$ cat src/rtl/vstream_wr_pkg.sv
// Shared types and helpers for the vstream_wr_mc multi-channel stream-to-memory writer.
package vstream_wr_pkg;

  typedef enum logic [1:0] {
    ST_ARB,
    ST_ISSUE,
    ST_RESP
  } state_e;

  // Byte stride between consecutive words of one channel.
  function automatic int bytes_per_word(input int data_width);
    return data_width / 8;
  endfunction

  function automatic int ch_idx_w(input int num_ch);
    return (num_ch > 1) ? $clog2(num_ch) : 1;
  endfunction

endpackage

$ cat src/rtl/vstream_wr_mc_rr_arbiter.sv
// Combinational round-robin picker: first requester at or after ptr wins.
module rr_arbiter
  import vstream_wr_pkg::*;
#(
  parameter  int NUM_CH = 2,
  localparam int IW     = ch_idx_w(NUM_CH)
) (
  input  logic [NUM_CH-1:0] req,
  input  logic [IW-1:0]     ptr,
  output logic [NUM_CH-1:0] gnt,
  output logic              gnt_valid
);

  logic [NUM_CH-1:0] req_rot;
  logic [NUM_CH-1:0] gnt_rot;

  // Rotate so the pointer position sits at bit 0, pick the lowest set bit, rotate back.
  always_comb begin
    req_rot   = NUM_CH'({req, req} >> ptr);
    gnt_rot   = '0;
    gnt_valid = 1'b0;
    for (int k = 0; k < NUM_CH; k++) begin
      if (req_rot[k] && !gnt_valid) begin
        gnt_rot[k] = 1'b1;
        gnt_valid  = 1'b1;
      end
    end
    gnt = NUM_CH'({gnt_rot, gnt_rot} >> (NUM_CH - int'(ptr)));
  end

endmodule

$ cat src/rtl/vstream_wr_mc.sv
// Multi-channel stream-to-memory writer, one AXI-lite write outstanding, round-robin per beat.
// Optional VSTREAM_WR_ERR_ABORT_EN: an error response terminates the channel immediately.
module vstream_wr_mc
  import vstream_wr_pkg::*;
#(
  parameter  int NUM_CH     = 2,
  parameter  int DATA_WIDTH = 32,
  parameter  int ADDR_WIDTH = 32,
  parameter  int CNT_WIDTH  = 16,
  localparam int CW         = ch_idx_w(NUM_CH)
) (
  input  logic                         clk,
  input  logic                         rst_n,
  input  logic                         cfg_valid,
  input  logic [CW-1:0]                cfg_ch,
  input  logic [ADDR_WIDTH-1:0]        cfg_base,
  input  logic [CNT_WIDTH-1:0]         cfg_len,
  input  logic [NUM_CH*DATA_WIDTH-1:0] s_data,
  input  logic [NUM_CH-1:0]            s_valid,
  input  logic [NUM_CH-1:0]            s_last,
  output logic [NUM_CH-1:0]            s_ready,
  output logic [ADDR_WIDTH-1:0]        m_waddr,
  output logic                         m_wavalid,
  input  logic                         m_waready,
  output logic [DATA_WIDTH-1:0]        m_wdata,
  output logic                         m_wvalid,
  input  logic                         m_wready,
  input  logic                         m_wresp,
  input  logic                         m_bvalid,
  output logic                         m_bready,
  output logic [NUM_CH-1:0]            busy,
  output logic [NUM_CH-1:0]            done,
  output logic [NUM_CH-1:0]            err
);

  localparam int BYTES_PER_WORD = bytes_per_word(DATA_WIDTH);

  state_e                state_q, state_d;
  logic [CW-1:0]         ptr_q, ptr_d, cur_q, cur_d;
  logic [ADDR_WIDTH-1:0] waddr_q, waddr_d;
  logic [DATA_WIDTH-1:0] wdata_q, wdata_d;
  logic                  last_q, last_d, awv_q, awv_d, wv_q, wv_d;

  logic [ADDR_WIDTH-1:0] base_q [NUM_CH];
  logic [ADDR_WIDTH-1:0] base_d [NUM_CH];
  logic [CNT_WIDTH-1:0]  len_q  [NUM_CH];
  logic [CNT_WIDTH-1:0]  len_d  [NUM_CH];
  logic [CNT_WIDTH-1:0]  cnt_q  [NUM_CH];
  logic [CNT_WIDTH-1:0]  cnt_d  [NUM_CH];
  logic [NUM_CH-1:0]     busy_q, busy_d, done_q, done_d, err_q, err_d;

  logic [NUM_CH-1:0]     elig, gnt;
  logic                  gnt_valid;
  logic [CW-1:0]         gidx;
  logic [CNT_WIDTH-1:0]  cnt_inc;
  logic                  fin;

  always_comb begin
    for (int c = 0; c < NUM_CH; c++) begin
      elig[c] = busy_q[c] && s_valid[c] && (cnt_q[c] < len_q[c]);
    end
  end

  rr_arbiter #(.NUM_CH(NUM_CH)) u_arb (
    .req       (elig),
    .ptr       (ptr_q),
    .gnt       (gnt),
    .gnt_valid (gnt_valid)
  );

  always_comb begin
    gidx = '0;
    for (int c = 0; c < NUM_CH; c++) begin
      if (gnt[c]) gidx = CW'(c);
    end
  end

  // NOTE: every signal written here gets its default first, so no path can leave one unassigned and infer a latch.
  always_comb begin
    state_d = state_q;
    ptr_d   = ptr_q;
    cur_d   = cur_q;
    waddr_d = waddr_q;
    wdata_d = wdata_q;
    last_d  = last_q;
    awv_d   = awv_q;
    wv_d    = wv_q;
    base_d  = base_q;
    len_d   = len_q;
    cnt_d   = cnt_q;
    busy_d  = busy_q;
    done_d  = done_q;
    err_d   = err_q;
    s_ready  = '0;
    m_bready = 1'b0;
    cnt_inc  = cnt_q[cur_q] + CNT_WIDTH'(1);
    fin      = 1'b0;

    case (state_q)
      ST_ARB: begin
        if (gnt_valid) begin
          s_ready = gnt;
          cur_d   = gidx;
          waddr_d = base_q[gidx] + ADDR_WIDTH'(cnt_q[gidx]) * ADDR_WIDTH'(BYTES_PER_WORD);
          wdata_d = s_data[gidx*DATA_WIDTH +: DATA_WIDTH];
          last_d  = s_last[gidx];
          ptr_d   = (gidx == CW'(NUM_CH - 1)) ? '0 : gidx + 1'b1;
          awv_d   = 1'b1;
          wv_d    = 1'b1;
          state_d = ST_ISSUE;
        end
      end
      ST_ISSUE: begin
        if (m_waready) awv_d = 1'b0;
        if (m_wready)  wv_d  = 1'b0;
        if ((!awv_q || m_waready) && (!wv_q || m_wready)) state_d = ST_RESP;
      end
      ST_RESP: begin
        m_bready = 1'b1;
        if (m_bvalid) begin
          cnt_d[cur_q] = cnt_inc;
          err_d[cur_q] = err_q[cur_q] | m_wresp;
          fin          = last_q || (cnt_inc == len_q[cur_q]);
`ifdef VSTREAM_WR_ERR_ABORT_EN
          fin          = fin || m_wresp;
`else
          fin          = fin;
`endif
          if (fin) begin
            busy_d[cur_q] = 1'b0;
            done_d[cur_q] = 1'b1;
          end
          state_d = ST_ARB;
        end
      end
      default: state_d = ST_ARB;
    endcase

    // Arming only touches idle channels, so it never collides with the beat in flight.
    for (int c = 0; c < NUM_CH; c++) begin
      if (cfg_valid && !busy_q[c] && (cfg_ch == CW'(c))) begin
        base_d[c] = cfg_base;
        len_d[c]  = cfg_len;
        cnt_d[c]  = '0;
        err_d[c]  = 1'b0;
        done_d[c] = (cfg_len == '0);
        busy_d[c] = (cfg_len != '0);
      end
    end
  end

  // NOTE: the per-channel arrays are a handful of registers, not a RAM, so they take the async reset like everything else.
  always_ff @(posedge clk or negedge rst_n) begin
    if (!rst_n) begin
      state_q <= ST_ARB;
      ptr_q   <= '0;
      cur_q   <= '0;
      waddr_q <= '0;
      wdata_q <= '0;
      last_q  <= 1'b0;
      awv_q   <= 1'b0;
      wv_q    <= 1'b0;
      busy_q  <= '0;
      done_q  <= '0;
      err_q   <= '0;
      for (int c = 0; c < NUM_CH; c++) begin
        base_q[c] <= '0;
        len_q[c]  <= '0;
        cnt_q[c]  <= '0;
      end
    end else begin
      // NOTE: non-blocking assignments so every flop samples pre-edge values regardless of statement order.
      state_q <= state_d;
      ptr_q   <= ptr_d;
      cur_q   <= cur_d;
      waddr_q <= waddr_d;
      wdata_q <= wdata_d;
      last_q  <= last_d;
      awv_q   <= awv_d;
      wv_q    <= wv_d;
      busy_q  <= busy_d;
      done_q  <= done_d;
      err_q   <= err_d;
      base_q  <= base_d;
      len_q   <= len_d;
      cnt_q   <= cnt_d;
    end
  end

  assign m_waddr   = waddr_q;
  assign m_wdata   = wdata_q;
  assign m_wavalid = awv_q;
  assign m_wvalid  = wv_q;
  assign busy      = busy_q;
  assign done      = done_q;
  assign err       = err_q;

endmodule
$ cat config.mk
export PLATFORM = sky130hd
export DESIGN_NAME = vstream_wr_mc
export DESIGN_NICKNAME = d
export VERILOG_FILES = /design/src/rtl/vstream_wr_pkg.sv /design/src/rtl/vstream_wr_mc_rr_arbiter.sv /design/src/rtl/vstream_wr_mc.sv
export SDC_FILE = /design/constraint.sdc
export NUM_CORES = 1
export LEC_CHECK = 0
export CAP_MARGIN = 40
export CORE_ASPECT_RATIO = 1.25
export CORE_MARGIN = 10
export CORE_UTILIZATION = 55
export CTS_BUF_LIST = sky130_fd_sc_hd__clkbuf_2
export DETAILED_ROUTE_END_ITERATION = 7
export PLACE_DENSITY = 0.83
export SYNTH_ARGS = -nofsm -noshare
export SYNTH_HDL_FRONTEND = slang
export SYNTH_SLANG_ARGS = --single-unit
$ cat constraint.sdc
create_clock -name clk -period 5.8 [get_ports clk]
set_input_delay 1.16 -clock clk [delete_from_list [all_inputs] [get_ports clk]]
set_output_delay 1.16 -clock clk [all_outputs]
set_load 0.05 [all_outputs]
==> metrics.md, run 1 <==
| Metric | Value |
|---|---|
| Slew Limit Fails | 0 |
| Synth Instances | 1,227 |
| Top FF cell, synth | dfrtp_1 |
| Top Ports | between 150 and 200 |
| Met2 usage | about two fifths |
| Grt peak-use layer | met2 |
| Cts repair resizes | 0 |
| Seq/Total Area, Yosys | between 40% and 50% |
| Vias after detailed routing | approximately 10,000 |
| Root buffer selected by CTS | clkbuf_2 |
| Crit-path max cell delay | ~480 ps |
| Pin count of the biggest net entering global routing | 108 |
| Leak Pwr | ~6.6 nW |
| CP arrival | 5840 ps |
| Area of placed instances | around 14,000 um^2 |
| WL/cell | 19.6 um |
| Hold Buf Count CTS | 0 |
| Setup TNS | 0 ps |
| Final WL | 34.2 mm |
| Status | finished, final reports clean |
| Later-pin clock latency in the skew report | 840 ps |
| Final instance area | between 10,000 and 15,000 um^2 |
| Worst Skew | approximately 94 ps |
| CTS max path bufs | 3 |
| Max VDD drop | around 370 uV |
| Max-Slew Margin vs Limit | slightly above 40% |
| Fin crit period | around 5100 ps |
| Global Route Usage Sum | approximately 25% |
| Drc violations | 0 |
| FMAX | 194 MHz |
| Yosys cell types | 74 |
| Leading cell type in the layout, fill and taps excluded | nand2_1 |
| CTS clk-pin slew, worst paths | 120 ps |
| Place WS | roughly 260 ps |
| DR iter-0 viols | 842 |
| Synthesis Warnings | 0 |
| GR met3 Demand/Resource | 8.28% |
| Die Span X | ~150 um |
| Vias in the first global route | slightly above 10,000 |
| RSZ-0062 raised after global routing | false |
| Reg2reg setup slack | between 600 and 700 ps |
| Filler cell count | about 1,700 |
| Num CTS Buffers | 51 |
| Post-route ant nets | 0 |
| Reg-to-reg startpoint | cnt_q[14] |
| CTS H-tree depth | 2 |
| Row cnt | 59 |
| HP Class | primary input to async pin |
| Most frequent cells in the layout | 299 x nand2_1, 204 x dfrtp_1, 195 x clkdlybuf4s50_1 |
| DP HPWL | approximately 25 mm |
| Worst R2R Path Depth | 18 |
| GRT Residual Overflow | 0 |
| First-pass GRT wire length | 54.4 mm |
| Final hold slack | around 460 ps |
| Worst-margin pin slew | just under 900 ps |
| # Post-CTS Setup Buffers | 0 |
| Layout cell share with drive strength beyond 1 | roughly an eighth |
| Number of synthesized flops with an enable pin | 0 |
| Final clock period utilization by the worst path | 88.7% |
| Max_cap viols | 0 |
| Crit-path max FO | 10 |
| Syn Area/Cell | 9.37 um^2 |
| Number of buffers added on ports | roughly 200 |
| Routability-driven placement congestion ratio | around 0.94 |
| CTS tree | done |
| Critical path cell sequence | ha_1 -> a21o_1 -> o21ai_0 -> o211ai_1 -> a31o_2 -> nor2_4 -> buf_4 -> mux2_2 -> ha_1 -> a21oi_1 -> o21bai_1 -> a311oi_1 -> buf_4 -> o22ai_1 -> o21ai_2 -> nor3b_1 -> xnor2_1 -> a221oi_1 |
| CP Launch Type | flip-flop |
| RR Endpoint | m_waddr[27] |
| Met1 Usage GRT | 29.1% |
| Vias per std cell | between 5 and 6 |
| Final setup fails | 0 |
| Cell Pwr Density | between 500 and 600 nW/um^2 |
| Yosys reg bits | 205 |
| CP Class | flip-flop to flip-flop |
| First drt pass iteration count | 6 |
| Overall power | about 0.0073 W |
| Sink Count | 205 |
| Crit path setup slack, layout | about 660 ps |
| Nets | between 1,500 and 2,000 |
| Initial Util | about 56% |
| Synthesized area | ~11,000 um^2 |
| CP required | approximately 6500 ps |
| Chip Height | between 150 and 200 um |
| Hold Vio Cnt, Final | 0 |
| Post-synth net total | approximately 1,400 |
| CP max stage cell | dfrtp_1 |
| Synth async-reset ratio | 100% |
| Layout area overhead | 23.5% |
| Core area | approximately 21,000 um^2 |
| CP Capture Type | flip-flop |
| Area of the die | ~27,000 um^2 |
| Antenna violations before repair | 1 |
==> power by group <==
group          switching (W)  total, W  internal, W
Combinational        0.00230   0.00377      0.00147
Sequential          0.000506   0.00253      0.00203
Clock               0.000596  0.000954     0.000358
Total                0.00340   0.00726      0.00385
==> routing by layer <==
layer	routed length (um)	part of all wire, %
met1	13400	39
met2	16400	48
met3	3190	9.4
met4	1200	3.5
met5	0	0
==> registers in the layout, summed over array words and instances, names as in the netlist <==
signal and count:
base_q 64, busy 2, cnt_q 32, cur_q 1
done 2, err 2, last_q 1, len_q 32
m_waddr 32, m_wavalid 1, m_wdata 32, m_wvalid 1
ptr_q 1, state_q 2
==> worst max-delay path by stage <==
stage / start / to / cells after the start
after floorplan: s_valid[1] / m_waddr[20] / 20
after global placement: s_valid[0] / m_waddr[20] / 18
after detailed placement: s_valid[1] / m_waddr[27] / 18
after CTS: cnt_q[14] / m_waddr[27] / 18
after global routing: cnt_q[14] / m_waddr[27] / 18
final: cnt_q[14] / m_waddr[27] / 18
==> cell usage after synthesis, drive strengths merged, types with 7 or more instances <==
cell type,number,area share [%]
dfrtp,205,45
a21o,8,0.52
nand3,25,1.1
o21ai,81,3.6
nor2,44,1.4
inv,47,1.5
o21a,8,0.53
mux2i,34,3.0
buf,18,0.90
or3,7,0.38
ha,47,5.1
a22oi,36,2.4
nor3,13,0.57
mux2,73,7.2
xnor2,28,2.2
clkbuf,42,1.4
and3,13,0.71
nand2,299,9.8
nand4,15,0.82
xor2,35,2.7
a21oi,56,2.4
nor4,9,0.73
==> worst max-delay path: cells and delay by family (launching register included) <==
kind,cells,cell delay [ps]
compound gates,10,2510
xor+xnor,1,150
fa+ha+maj,2,670
buf+inv,2,420
flops,1,480
mux,1,350
simple gates,2,420
==> per-stage QoR <==
stage	util, %	instances
global placement	66.6	1659
detailed placement	66.6	1659
CTS	68.7	1745
floorplan	-	1227
global route	68.7	1746
finish	68.7	1746
==> final cells by class <==
cell class | count | area [um^2] | share of cell area, %
antenna | 1 | 2.50 | 0.0176
clock buffer | 66 | 330 | 2.33
clock inverter | 20 | 109 | 0.767
inverter | 48 | 180 | 1.27
multi-input combinational | 914 | 5950 | 41.9
sequential | 205 | 5130 | 36.1
tap | 274 | 343 | 2.41
timing repair buffer | 218 | 2160 | 15.2
==> kinds of logic after synthesis <==
family / after synthesis / synth area share, %
flops: 205 / 44.6
simple gates: 456 / 17.7
fa+ha+maj: 48 / 5.29
compound gates: 239 / 13.3
xor+xnor: 64 / 5.06
buf+inv: 108 / 3.84
mux: 107 / 10.2
Note: power is estimated with default switching activity, not from simulation.
==> run 2: changes to the inputs <==
--- a/config.mk
+++ b/config.mk
@@ -11,6 +11,7 @@
 export CORE_UTILIZATION = 55
 export CTS_BUF_LIST = sky130_fd_sc_hd__clkbuf_2
 export DETAILED_ROUTE_END_ITERATION = 7
+export GPL_TIMING_DRIVEN = 0
 export PLACE_DENSITY = 0.83
 export SYNTH_ARGS = -nofsm -noshare
 export SYNTH_HDL_FRONTEND = slang
==> metrics.md, run 2 (synthesis gave the netlist of run 1 again) <==
| Metric | Value |
|---|---|
| CP arrival | 4570 ps (was 5840 ps) |
| Worst-margin pin slew | 869 ps (was 878 ps) |
| Die Span X | 149 um (unchanged) |
| CTS clk-pin slew, worst paths | 140 ps (was 120 ps) |
| Worst Skew | 39.8 ps (was 94.1 ps) |
| Root buffer selected by CTS | clkbuf_2 (unchanged) |
| Routability-driven placement congestion ratio | 0.961 (was 0.942) |
| Fin crit period | 5730 ps (was 5140 ps) |
| Layout cell share with drive strength beyond 1 | 12.7% (was 13.2%) |
| Sequential power share | 33.7% (was 34.9%) |
| DR iter-0 viols | 895 (was 842) |
| Crit path setup slack, layout | 74.1 ps (was 655 ps) |
| Hold Buf Count CTS | 0 (unchanged) |
| Reg-to-reg startpoint | cnt_q[7] (was cnt_q[14]) |
| Status | finished, final reports clean (unchanged) |
| Setup TNS | 0 ps (unchanged) |
| Area of the die | 27,100 um^2 (unchanged) |
| Area of placed instances | 13,900 um^2 (was 13,800 um^2) |
| CTS H-tree depth | 2 (unchanged) |
| Nets | 1,655 (was 1,610) |
| RR Endpoint | m_waddr[20] (was m_waddr[27]) |
| Post-route ant nets | 0 (unchanged) |
| Filler cell count | 1,635 (was 1,675) |
| Cell Pwr Density | 516 nW/um^2 (was 511 nW/um^2) |
| Vias after detailed routing | 10,500 (was 10,000) |
| DP HPWL | 28.5 mm (was 25.1 mm) |
| Slew Limit Fails | 0 (unchanged) |
| Number of buffers added on ports | 198 (unchanged) |
| Crit path to | s_ready[1] (was m_waddr[27]) |
| FMAX | 175 MHz (was 194 MHz) |
| Num CTS Buffers | 52 (was 51) |
| Max VDD drop | 340 uV (was 371 uV) |
| CP Launch Type | flip-flop (unchanged) |
| Combinational power share | 52.8% (was 51.9%) |
| HP Class | primary input to async pin (unchanged) |
| Pin count of the biggest net entering global routing | 82 (was 108) |
| Max-Slew Margin vs Limit | 42.1% (was 41.5%) |
| P_sw | 0.00352 W (was 0.00340 W) |
| Hold Vio Cnt, Final | 0 (unchanged) |
| GRT Residual Overflow | 0 (unchanged) |
| Leak Pwr | 6.64 nW (was 6.56 nW) |
| Final clock period utilization by the worst path | 98.7% (was 88.7%) |
| First-pass GRT wire length | 58.1 mm (was 54.4 mm) |
| CTS max path bufs | 3 (unchanged) |
| Switching Fraction | 47.5% (was 46.9%) |
| Vias per std cell | 5.88 (was 5.74) |
| WL/cell | 20.8 um (was 19.6 um) |
| Layout area overhead | 25.0% (was 23.5%) |
| CP Capture Type | output port (was flip-flop) |
| Most frequent cells in the layout | 299 x nand2_1, 205 x dfrtp_1, 195 x clkdlybuf4s50_1 (was 299 x nand2_1, 204 x dfrtp_1, 195 x clkdlybuf4s50_1) |
| Drc violations | 0 (unchanged) |
| Crit-path max FO | 10 (unchanged) |
| First drt pass iteration count | 5 (was 6) |
| Final instance area | 14,400 um^2 (was 14,200 um^2) |
| Core area | 20,700 um^2 (unchanged) |
| Row cnt | 59 (unchanged) |
| Top Ports | 199 (unchanged) |
| CTS tree | done (unchanged) |
| CP required | 4640 ps (was 6500 ps) |
| Later-pin clock latency in the skew report | 860 ps (was 840 ps) |
| Place WS | -627 ps (was 255 ps) |
| Final setup fails | 0 (unchanged) |
| Chip Height | 182 um (unchanged) |
| Leading cell type in the layout, fill and taps excluded | nand2_1 (unchanged) |
| Vias in the first global route | 11,000 (was 10,400) |
| Max FFs per register | 64 (unchanged) |
| Initial Util | 55.6% (unchanged) |
| Internal power | 0.00389 W (was 0.00385 W) |
| Worst R2R Path Depth | 20 (was 18) |
| Final WL | 37.3 mm (was 34.2 mm) |
| Sink Count | 205 (unchanged) |
| Crit. Startpoint | cnt_q[7] (was cnt_q[14]) |
| Reg with most FFs | base_q (unchanged) |
| Clock share of power | 13.5% (was 13.1%) |
| Global Route Usage Sum | 27.1% (was 24.9%) |
| Antenna violations before repair | 1 (unchanged) |
| Max_cap viols | 0 (unchanged) |
| CP Class | flip-flop to output port (was flip-flop to flip-flop) |
| Reg2reg setup slack | 140 ps (was 660 ps) |
-- run 2: cell count changes in the layout (fill, tap and decap cells not counted), sizes merged --
| cell | delta |
|---|---|
| buf | -1 |
| dlygate4sd2 | +2 |
| clkbuf | +49 |
| clkinvlp | +1 |
| clkinv | -8 |
-- run 2: critical path, cell delays in order (launching register included) --
cell           delay [ps]
dfrtp_1               470
ha_1                  340
a21oi_1               250
o2111ai_1             310
a31o_2                400
a211o_1               270
clkbuf_1              260
nor2_1                240
clkbuf_1              550
dlygate4sd2_1         610
-- run 2: power by group through the flow --
stage	clock network [W]	logic (W)	registers, W
global placement	0	0.00380	0.00248
CTS	0.00101	0.00391	0.00249
floorplan	0	0.00188	0.00317
global route	0.00108	0.00422	0.00256
finish	0.000998	0.00391	0.00250
detailed placement	0	0.00389	0.00250
-- run 2: stage by stage --
stage / util (%) / power, W / hold WS, ps / std cells
floorplan: - / 0.00505 / 439 / 1227
global placement: 66.8 / 0.00629 / 451 / 1699
detailed placement: 67.1 / 0.00640 / 460 / 1701
CTS: 69.3 / 0.00741 / 166 / 1786
global route: 69.5 / 0.00786 / 214 / 1789
finish: 69.5 / 0.00741 / 198 / 1789
-- run 2: cell type report --
cell class                      count  area (um^2)  area share [%]
Multi-Input combinational cell    914         5950            41.4
Sequential cell                   205         5130            35.7
Timing Repair Buffer              202         2050            14.3
Clock buffer                       72          360            2.51
Tap cell                          274          343            2.39
Buffer                             60          268            1.86
Inverter                           48          180            1.25
Clock inverter                     13         86.3           0.601
Antenna cell                        1         2.50          0.0174
-- run 2: what timing repair did --
action / 4_1_cts / 5_1_grt
endpoints found under the hold margin: 0 / 0
pin swaps: 0 / 1
buffers inserted: 0 / 2
resized for setup: 3 / 6
setup endpoints to repair: 3 / 13
-- run 2: how the worst min path moves through the flow --
stage / from / to / cells past startpoint / slack [ps]
floorplan: base_q[0] / m_waddr[0] / 2 / 440
CTS: rst_n / len_q[23] / 1 / 170
global placement: base_q[1] / m_waddr[1] / 2 / 450
finish: rst_n / len_q[23] / 1 / 200
global route: rst_n / len_q[23] / 1 / 210
detailed placement: base_q[6] / base_q[6] / 2 / 460
-- run 2: layer usage --
metal	up-vias	global-route usage, %	wire length, um
met5	-	0	0
met4	0	14.6	2050
met3	127	8.48	3460
met2	500	45.5	18000
met1	5101	29.7	13800
li1	4799	-	-
==> run 3: changes to the inputs <==
--- a/config.mk
+++ b/config.mk
@@ -8,11 +8,11 @@
 export CAP_MARGIN = 40
 export CORE_ASPECT_RATIO = 1.25
 export CORE_MARGIN = 10
-export CORE_UTILIZATION = 55
+export CORE_UTILIZATION = 48
 export CTS_BUF_LIST = sky130_fd_sc_hd__clkbuf_2
 export DETAILED_ROUTE_END_ITERATION = 7
 export GPL_TIMING_DRIVEN = 0
-export PLACE_DENSITY = 0.83
+export PLACE_DENSITY = 0.74
 export SYNTH_ARGS = -nofsm -noshare
 export SYNTH_HDL_FRONTEND = slang
 export SYNTH_SLANG_ARGS = --single-unit
==> metrics.md, run 3 (synthesis gave the netlist of run 1 again) <==
| Metric | Value |
|---|---|
| Status | finished, final reports clean (unchanged) |
| P_sw | 0.00351 W (was 0.00352 W) |
| CP required | 6550 ps (was 4640 ps) |
| HP Class | primary input to async pin (unchanged) |
| Area of the die | 30,600 um^2 (was 27,100 um^2) |
| Slew Limit Fails | 0 (unchanged) |
| Post-route ant nets | 0 (unchanged) |
| DR iter-0 viols | 830 (was 895) |
| Crit. Startpoint | cnt_q[7] (unchanged) |
| First-pass GRT wire length | 58.4 mm (was 58.1 mm) |
| CTS max path bufs | 3 (unchanged) |
| CP Capture Type | flip-flop (was output port) |
| Clock share of power | 13.8% (was 13.5%) |
| Leading cell type in the layout, fill and taps excluded | nand2_1 (unchanged) |
| Worst-margin pin slew | 818 ps (was 869 ps) |
| CTS clk-pin slew, worst paths | 120 ps (was 140 ps) |
| Later-pin clock latency in the skew report | 860 ps (about the same) |
| FMAX | 178 MHz (was 175 MHz) |
| Setup TNS | 0 ps (unchanged) |
| Cell Pwr Density | 515 nW/um^2 (was 516 nW/um^2) |
| Max VDD drop | 447 uV (was 340 uV) |
| Worst R2R Path Depth | 20 (unchanged) |
| Vias after detailed routing | 10,300 (was 10,500) |
| Drc violations | 0 (unchanged) |
| Final clock period utilization by the worst path | 96.8% (was 98.7%) |
| DP HPWL | 28.7 mm (was 28.5 mm) |
| Worst Skew | 56.3 ps (was 39.8 ps) |
| CP arrival | 6360 ps (was 4570 ps) |
| Vias per std cell | 5.68 (was 5.88) |
| Final WL | 37.6 mm (was 37.3 mm) |
| Switching Fraction | 47.3% (was 47.5%) |
| Chip Height | 193 um (was 182 um) |
| Combinational power share | 52.7% (was 52.8%) |
| Non-Filler Instances | 1,813 (was 1,789) |
| CP Launch Type | flip-flop (unchanged) |
| CTS tree | done (unchanged) |
| Reg with most FFs | base_q (unchanged) |
| Layout cell share with drive strength beyond 1 | 12.8% (was 12.7%) |
| Most frequent cells in the layout | 299 x nand2_1, 205 x dfrtp_1, 195 x clkdlybuf4s50_1 (unchanged) |
| Num CTS Buffers | 53 (was 52) |
| Reg-to-reg startpoint | cnt_q[7] (unchanged) |
| Max_cap viols | 0 (unchanged) |
| Internal power | 0.00391 W (was 0.00389 W) |
| Leak Pwr | 6.66 nW (was 6.64 nW) |
| Global Route Usage Sum | 24.5% (was 27.1%) |
| Final setup fails | 0 (unchanged) |
| Reg2reg setup slack | 190 ps (was 140 ps) |
| Area of placed instances | 13,900 um^2 (about the same) |
| Layout area overhead | 25.2% (was 25.0%) |
| Sequential power share | 33.5% (was 33.7%) |
| GRT Residual Overflow | 0 (unchanged) |
| Nets | 1,655 (unchanged) |
| First drt pass iteration count | 5 (unchanged) |
| RR Endpoint | m_waddr[20] (unchanged) |
| Routability-driven placement congestion ratio | 0.935 (was 0.961) |
| Max-Slew Margin vs Limit | 45.5% (was 42.1%) |
| Row cnt | 63 (was 59) |
| Core area | 23,600 um^2 (was 20,700 um^2) |
| CTS H-tree depth | 2 (unchanged) |
| Sink Count | 205 (unchanged) |
| Initial Util | 48.6% (was 55.6%) |
| Pin count of the biggest net entering global routing | 111 (was 82) |
| Crit-path max FO | 10 (unchanged) |
| Max FFs per register | 64 (unchanged) |
| Number of buffers added on ports | 198 (unchanged) |
| Hold Buf Count CTS | 0 (unchanged) |
| Placed Instances | 1,718 (was 1,701) |
| Final Core Density | 60.9% (was 69.5%) |
| CP Class | flip-flop to flip-flop (was flip-flop to output port) |
| Hold Vio Cnt, Final | 0 (unchanged) |
| Fin crit period | 5610 ps (was 5730 ps) |
| Vias in the first global route | 10,800 (was 11,000) |
| Top Ports | 199 (unchanged) |
| Antenna violations before repair | 1 (unchanged) |
| Die Span X | 158 um (was 149 um) |
| Final instance area | 14,400 um^2 (about the same) |
| Root buffer selected by CTS | clkbuf_2 (unchanged) |
| WL/cell | 20.7 um (was 20.8 um) |
run 3: repair_timing:
action                     CTS  global route
hold endpoints to repair     0             0
setup buffers                0             2
setup endpoints to repair    3            13
pin swaps                    0             1
gates resized for setup      3             6
run 3: area by class of cell:
type,count,area [um^2]
diodes,1,2.50
well taps,292,365
multi-input cells,914,5950
clock buffers,77,385
repair buffers,201,2030
plain buffers,60,267
inverters,48,180
flip-flops and latches,205,5130
fillers,2103,9260
clock inverters,15,86.3
run 3: worst max-delay path, cell delays in order, from the launching register on:
cell	delay, ps
dfrtp_1	470
ha_1	340
a21oi_1	230
o2111ai_1	270
a31o_2	380
nor2_1	320
buf_2	350
clkbuf_4	320
mux2_2	370
ha_1	190
inv_1	70
fa_1	200
nor2b_1	60
o21a_1	180
o211ai_1	250
nand2_1	110
o31a_1	360
a311oi_4	400
nor2_1	120
xor2_1	170
a221o_1	360
run 3: how the worst max path moves through the flow:
stage	depth (start not counted)	endpoint
after floorplan	20	m_waddr[20]
after global placement	1	m_wdata[16]
after detailed placement	21	m_waddr[20]
after CTS	10	s_ready[1]
after global routing	21	m_waddr[20]
final	20	m_waddr[20]
run 3: per-layer routing:
metal | vias up | track usage (%) | part of all wire, %
met2 | 464 | 40.9 | 48
met4 | 0 | 13.2 | 5.1
met5 | - | 0 | 0
li1 | 4790 | - | -
met3 | 108 | 8.01 | 9.6
met1 | 4936 | 27.4 | 37
run 3: power by group through the flow:
stage | Sequential, W | Clock [W] | Combinational [W]
6_report | 0.00248 | 0.00102 | 0.00391
5_1_grt | 0.00257 | 0.00112 | 0.00423
2_1_floorplan | 0.00317 | 0 | 0.00188
4_1_cts | 0.00248 | 0.00105 | 0.00392
3_3_place_gp | 0.00248 | 0 | 0.00384
3_5_place_dp | 0.00249 | 0 | 0.00391
run 3: through the flow:
stage	hold slack [ps]	setup slack (ps)	power [W]
final	308	187	0.00741
after global routing	361	-15.8	0.00791
after CTS	316	96.4	0.00745
after detailed placement	458	-710	0.00640
after global placement	452	-5180	0.00632
after floorplan	439	644	0.00505
